File: src/rtl/hms_time_source_pkg.sv
// Shared definitions for the packed time word, used by the time source and the display side.
package hms_time_source_pkg;

  localparam int FIELD_W = 6;
  localparam int SEC_LSB = 0;
  localparam int MIN_LSB = 6;
  localparam int HR_LSB  = 12;
  localparam int SET_BIT = 18;

  localparam logic [FIELD_W-1:0] SEC_MAX = 6'd59;
  localparam logic [FIELD_W-1:0] MIN_MAX = 6'd59;
  localparam logic [FIELD_W-1:0] HR_MAX  = 6'd23;

  typedef enum logic [1:0] {
    ST_RUN     = 2'd0,
    ST_SET_SEC = 2'd1,
    ST_SET_MIN = 2'd2,
    ST_SET_HR  = 2'd3
  } state_t;

  // Increment a time field, wrapping to zero once it reaches its maximum.
  function automatic logic [FIELD_W-1:0] wrap_inc(input logic [FIELD_W-1:0] val,
                                                  input logic [FIELD_W-1:0] max);
    logic [FIELD_W-1:0] res;
    if (val >= max) begin
      res = {FIELD_W{1'b0}};
    end else begin
      res = val + FIELD_W'(1);
    end
    return res;
  endfunction

endpackage

File: src/rtl/hms_time_source_btn_debounce.sv
// Push-button conditioner: 2-FF synchronizer, stability filter and a registered
// one-cycle pulse on each accepted press (releases produce nothing).
module hms_time_source_btn_debounce
  import hms_time_source_pkg::*;
#(
  parameter int DB_CYCLES = 1_000_000
) (
  input  logic clk,
  input  logic rst,
  input  logic btn,
  output logic press
);

  localparam int CW = (DB_CYCLES > 1) ? $clog2(DB_CYCLES) : 1;
  localparam logic [CW-1:0] CNT_LAST = CW'(DB_CYCLES - 1);

  logic          sync1_r;
  logic          sync2_r;
  logic [CW-1:0] cnt_r;
  logic          level_r;
  logic          level_q_r;
  logic          press_r;

  // synchronize the raw button into the clk domain
  always_ff @(posedge clk or negedge rst) begin
    if (!rst) begin
      sync1_r <= 1'b0;
      sync2_r <= 1'b0;
    end else begin
      sync1_r <= btn;
      sync2_r <= sync1_r;
    end
  end

  // accept a new level only after DB_CYCLES consecutive differing samples
  always_ff @(posedge clk or negedge rst) begin
    if (!rst) begin
      cnt_r   <= {CW{1'b0}};
      level_r <= 1'b0;
    end else if (sync2_r == level_r) begin
      cnt_r   <= {CW{1'b0}};
    end else if (cnt_r == CNT_LAST) begin
      cnt_r   <= {CW{1'b0}};
      level_r <= sync2_r;
    end else begin
      cnt_r   <= cnt_r + CW'(1);
    end
  end

  // registered rising-edge pulse keeps press latency fixed
  always_ff @(posedge clk or negedge rst) begin
    if (!rst) begin
      level_q_r <= 1'b0;
      press_r   <= 1'b0;
    end else begin
      level_q_r <= level_r;
      press_r   <= level_r & ~level_q_r;
    end
  end

  assign press = press_r;

endmodule

File: src/rtl/hms_time_source.sv
// Time-of-day source: runs hh:mm:ss from a prescaled 1 Hz tick and lets the user
// stop and set each field with two debounced buttons.
module hms_time_source
  import hms_time_source_pkg::*;
#(
  parameter int TICK_DIV  = 50_000_000,
  parameter int DB_CYCLES = 1_000_000
) (
  input  logic        clk,
  input  logic        rst,
  input  logic        btn_mode,
  input  logic        btn_inc,
  output logic [18:0] num,
  output logic [1:0]  sel,
  output logic        tick
);

  localparam int PW = (TICK_DIV > 1) ? $clog2(TICK_DIV) : 1;
  localparam logic [PW-1:0] PRESC_LAST = PW'(TICK_DIV - 1);

  logic               mode_press_s;
  logic               inc_press_s;
  state_t             state_r;
  state_t             state_nx_s;
  logic [FIELD_W-1:0] sec_r, min_r, hr_r;
  logic [FIELD_W-1:0] sec_nx_s, min_nx_s, hr_nx_s;
  logic [PW-1:0]      presc_r;
  logic [PW-1:0]      presc_nx_s;
  logic               tick_r;
  logic               tick_nx_s;
  logic               set_r;

  hms_time_source_btn_debounce #(.DB_CYCLES(DB_CYCLES)) u_db_mode (
    .clk   (clk),
    .rst   (rst),
    .btn   (btn_mode),
    .press (mode_press_s)
  );

  hms_time_source_btn_debounce #(.DB_CYCLES(DB_CYCLES)) u_db_inc (
    .clk   (clk),
    .rst   (rst),
    .btn   (btn_inc),
    .press (inc_press_s)
  );

  // next-state: prescaler and carry chain in RUN, then mode/increment presses
  always_comb begin
    state_nx_s = state_r;
    sec_nx_s   = sec_r;
    min_nx_s   = min_r;
    hr_nx_s    = hr_r;
    presc_nx_s = {PW{1'b0}};
    tick_nx_s  = 1'b0;

    if (state_r == ST_RUN) begin
      if (presc_r == PRESC_LAST) begin
        tick_nx_s = 1'b1;
        if (sec_r == SEC_MAX) begin
          sec_nx_s = 6'd0;
          if (min_r == MIN_MAX) begin
            min_nx_s = 6'd0;
            hr_nx_s  = wrap_inc(hr_r, HR_MAX);
          end else begin
            min_nx_s = min_r + 6'd1;
          end
        end else begin
          sec_nx_s = sec_r + 6'd1;
        end
      end else begin
        presc_nx_s = presc_r + PW'(1);
      end
    end else begin
      presc_nx_s = {PW{1'b0}};
    end

    // a mode press always wins; a coincident increment is dropped
    if (mode_press_s) begin
      case (state_r)
        ST_RUN:     state_nx_s = ST_SET_HR;
        ST_SET_HR:  state_nx_s = ST_SET_MIN;
        ST_SET_MIN: state_nx_s = ST_SET_SEC;
        ST_SET_SEC: state_nx_s = ST_RUN;
        default:    state_nx_s = ST_RUN;
      endcase
    end else if (inc_press_s) begin
      case (state_r)
        ST_SET_SEC: sec_nx_s = wrap_inc(sec_r, SEC_MAX);
        ST_SET_MIN: min_nx_s = wrap_inc(min_r, MIN_MAX);
        ST_SET_HR:  hr_nx_s  = wrap_inc(hr_r, HR_MAX);
        default:    state_nx_s = state_r;
      endcase
    end else begin
      state_nx_s = state_r;
    end
  end

  // state, time fields, prescaler and output flags
  always_ff @(posedge clk or negedge rst) begin
    if (!rst) begin
      state_r <= ST_RUN;
      sec_r   <= 6'd0;
      min_r   <= 6'd0;
      hr_r    <= 6'd0;
      presc_r <= {PW{1'b0}};
      tick_r  <= 1'b0;
      set_r   <= 1'b0;
    end else begin
      state_r <= state_nx_s;
      sec_r   <= sec_nx_s;
      min_r   <= min_nx_s;
      hr_r    <= hr_nx_s;
      presc_r <= presc_nx_s;
      tick_r  <= tick_nx_s;
      set_r   <= (state_nx_s != ST_RUN);
    end
  end

  assign num[SEC_LSB +: FIELD_W] = sec_r;
  assign num[MIN_LSB +: FIELD_W] = min_r;
  assign num[HR_LSB  +: FIELD_W] = hr_r;
  assign num[SET_BIT]            = set_r;
  assign sel                     = state_r;
  assign tick                    = tick_r;

endmodule

File: config.mk
export PLATFORM = sky130hd
export DESIGN_NAME = hms_time_source
export DESIGN_NICKNAME = d
export VERILOG_FILES = /design/src/rtl/hms_time_source_pkg.sv /design/src/rtl/hms_time_source_btn_debounce.sv /design/src/rtl/hms_time_source.sv
export SDC_FILE = /design/constraint.sdc
export NUM_CORES = 1
export LEC_CHECK = 0
export CAP_MARGIN = 20
export CORE_MARGIN = 3
export CORE_UTILIZATION = 55
export CTS_BUF_LIST = sky130_fd_sc_hd__clkbuf_8
export CTS_CLUSTER_DIAMETER = 120
export CTS_CLUSTER_SIZE = 14
export DETAILED_ROUTE_END_ITERATION = 10
export PLACE_DENSITY = 0.86
export SYNTH_ARGS = -nofsm -noshare
export SYNTH_HDL_FRONTEND = slang
export SYNTH_HIERARCHICAL = 1
export SYNTH_SLANG_ARGS = --single-unit
File: constraint.sdc
create_clock -name clk -period 4.3 [get_ports clk]
set_input_delay 0.86 -clock clk [delete_from_list [all_inputs] [get_ports clk]]
set_output_delay 0.86 -clock clk [all_outputs]
set_load 0.02 [all_outputs]
==> reports/metrics.yaml <==
p_leak_nw: 2.33
slowest_delay_ns: 0.93
r2r.worst_path.cells: 6
crit_path_cell_trace: "ha_1, nand4_2, nor4_1, nand4_1, xor2_1, nor2_1"
synth_most_common_cell: "dfrtp_1"
first_pass_iters: 5
setup_slack_ns: 1.86
nFillCells: 639
crit_family: "simple AND/OR/NAND/NOR gates"
tightest_slew_ns: 1.03
nets: 535
yosys-top-cells-count: "dfrtp_1 (98), nor2_1 (73), nand2_1 (33), nand3_1 (33), xnor2_1 (30)"
ys_seq_area_share_pct: 49.6
yosysTopAreaCell: "dfrtp_1"
start_kind: "flop"
arrival_ns: 2.65
netlist_top_cells_area: "dfrtp_1 (50%), nor2_1 (5.5%), xnor2_1 (5.3%)"
portBuffers: 25
dp_hpwl_mm: 6.49
postPlaceCellArea_sq_um: 5300
vias: 3739
grt_pass1_vias: 3698
path_depth: 6
drv_slew: 0
power_density_nw_per_um2: 286
tns_ns: 0
ys_types: 58
ant_nets: 0
initial_utilization_pct: 58.4
antenna_cells: 0
grt_max_degree: 88
ys.flop_type: "dfrtp_1"
wl_per_cell_um: 14.8
synth_edf_count: 0
path_buf_inv: 0
place_congestion: 0.816
cts_buffers: 9
fp-row-count: 33
status: "completed"
finalCritPeriodShare_pct: 56.8
clk_latency_ns: 0.36
crit_type: "reg -> reg"
dieHeight_um: 101
postCtsSetupBuffers: 0
h-tree-depth: 3
drive_gt1_share_pct: 8.56
postCtsResizedCells: 0
async_flop_share_pct: 100
pin_count: 26
synth-seq-cells: 98
hold_path_class: "in -> async"
multi_input_area_sq_um: 2400
fin_area_sq_um: 5530
antenna_found_initial: 0
setup_viol: 0
synth.avg_cell_area_sq_um: 10.1
syn_inst: 490
fin_total_pwr_mw: 1.58
root_buffer: "clkbuf_8"
whs_ns: 0.338
synth_nets: 504
drt_iter0_drc: 168
wl_mm: 9.37
fp.dieW_um: 101
register_area_sq_um: 2450
critPathMaxFanout: 8
hold_viol_final: 0
synthToLayoutAreaGrowth_pct: 11.9
postCtsHoldBufs: 0
fin_crit_ns: 2.44
grt_pass1_wl_mm: 16.6
dieArea_sq_um: 10200
grt-ovfl-total: 0
cts_tree: "done"
dp_slack_ns: 1.88
reg2reg_to: "presc_r[24]"
synth_top_area_share_pct: 49.6
maxCapViolCount: 0
syn_area_sq_um: 4940
relSlewSlack_pct: 31.0
end_kind: "flop"
drcViolationCount: 0
cts_num_sinks: 98
rsz0062_at_grt: "no"
max_freq_ghz: 0.410
required_ns: 4.51
ir_worst_vdd_v: 0.000194
rr_startpoint: "presc_r[0]"
cts_buffer_depth: 2
grt_usage_pct: 20.0
cp_slowest_cell: "nor4_1"
core_area_sq_um: 8460
clock_skew_ns: 0.0138
yosysWarnings: 6
cts.clk_slew.worst_paths_ns: 0.09
viasPerCell: 5.93
rrSetupSlack_ns: 1.86
per-layer routing:
| layer | GRT usage, % | vias to the layer above | routed length, um |
|---|---|---|---|
| met2 | 32.9 | 94 | 4590 |
| li1 | - | 1803 | - |
| met4 | 8.50 | 0 | 179 |
| met3 | 2.98 | 17 | 411 |
| met5 | 0 | - | 0 |
| met1 | 26.5 | 1825 | 4180 |
area by class of cell:
type | instances | share of cell area [%]
sequential | 98 | 44.3
timing repair buffer | 27 | 5.11
clock inverter | 6 | 1.31
tap | 105 | 2.37
inverter | 16 | 1.09
multi-input combinational | 369 | 43.3
clock buffer | 10 | 2.49
flip-flops by register name, summed over array words and instances, names as in the netlist, 2 cells and up:
| register | flops |
|---|---|
| sec_r | 6 |
| min_r | 6 |
| u_db_mode/cnt_r | 20 |
| hr_r | 6 |
| u_db_inc/cnt_r | 20 |
| sel | 2 |
| presc_r | 26 |
worst max-delay path by stage:
stage	from	to	slack [ns]
after detailed placement	presc_r[0]	min_r[5]	1.88
after CTS	presc_r[0]	min_r[5]	1.87
after floorplan	presc_r[0]	sec_r[2]	2.23
after global placement	presc_r[0]	hr_r[1]	2.03
final	presc_r[0]	presc_r[24]	1.86
after global routing	presc_r[0]	presc_r[24]	1.67
cell families after synthesis:
logic type / after synthesis / synth area share [%]
AO/OA/AOI/OAI: 54 / 7.29
XOR/XNOR: 58 / 10.3
adder cells (fa/ha/maj): 10 / 2.53
buffers and inverters: 23 / 1.92
flip-flops: 98 / 49.6
multiplexers: 7 / 1.47
AND/OR/NAND/NOR: 240 / 26.9
through the flow:
stage / util, % / instances
2_1_floorplan: - / 490
3_3_place_gp: 62.6 / 614
3_5_place_dp: 62.6 / 614
4_1_cts: 65.1 / 630
5_1_grt: 65.4 / 631
6_report: 65.4 / 631
placed cells by master, fill, tap and decap left out, types with 7 or more instances in the layout:
master | Yosys | layout
dfrtp_1 | 98 | 98
nor2_1 | 73 | 73
nand3_1 | 33 | 33
nand2_1 | 33 | 33
xnor2_1 | 30 | 30
xor2_1 | 28 | 28
clkdlybuf4s50_1 | 0 | 24
inv_1 | 16 | 16
nand4_1 | 16 | 16
nor3_1 | 14 | 14
nor4_1 | 12 | 12
o21ai_0 | 12 | 12
a21oi_1 | 10 | 10
ha_1 | 10 | 10
clkbuf_8 | 0 | 10
and3_1 | 7 | 7
nor2b_1 | 7 | 7
power breakdown:
group	switching, mW	leakage, nW	total [mW]	internal [mW]
Clock	0.320	0.0971	0.610	0.291
Sequential	0.00654	1.34	0.934	0.927
Combinational	0.0273	0.893	0.0380	0.0108
Total	0.353	2.33	1.58	1.23
Power figures use the tool's default switching activity.
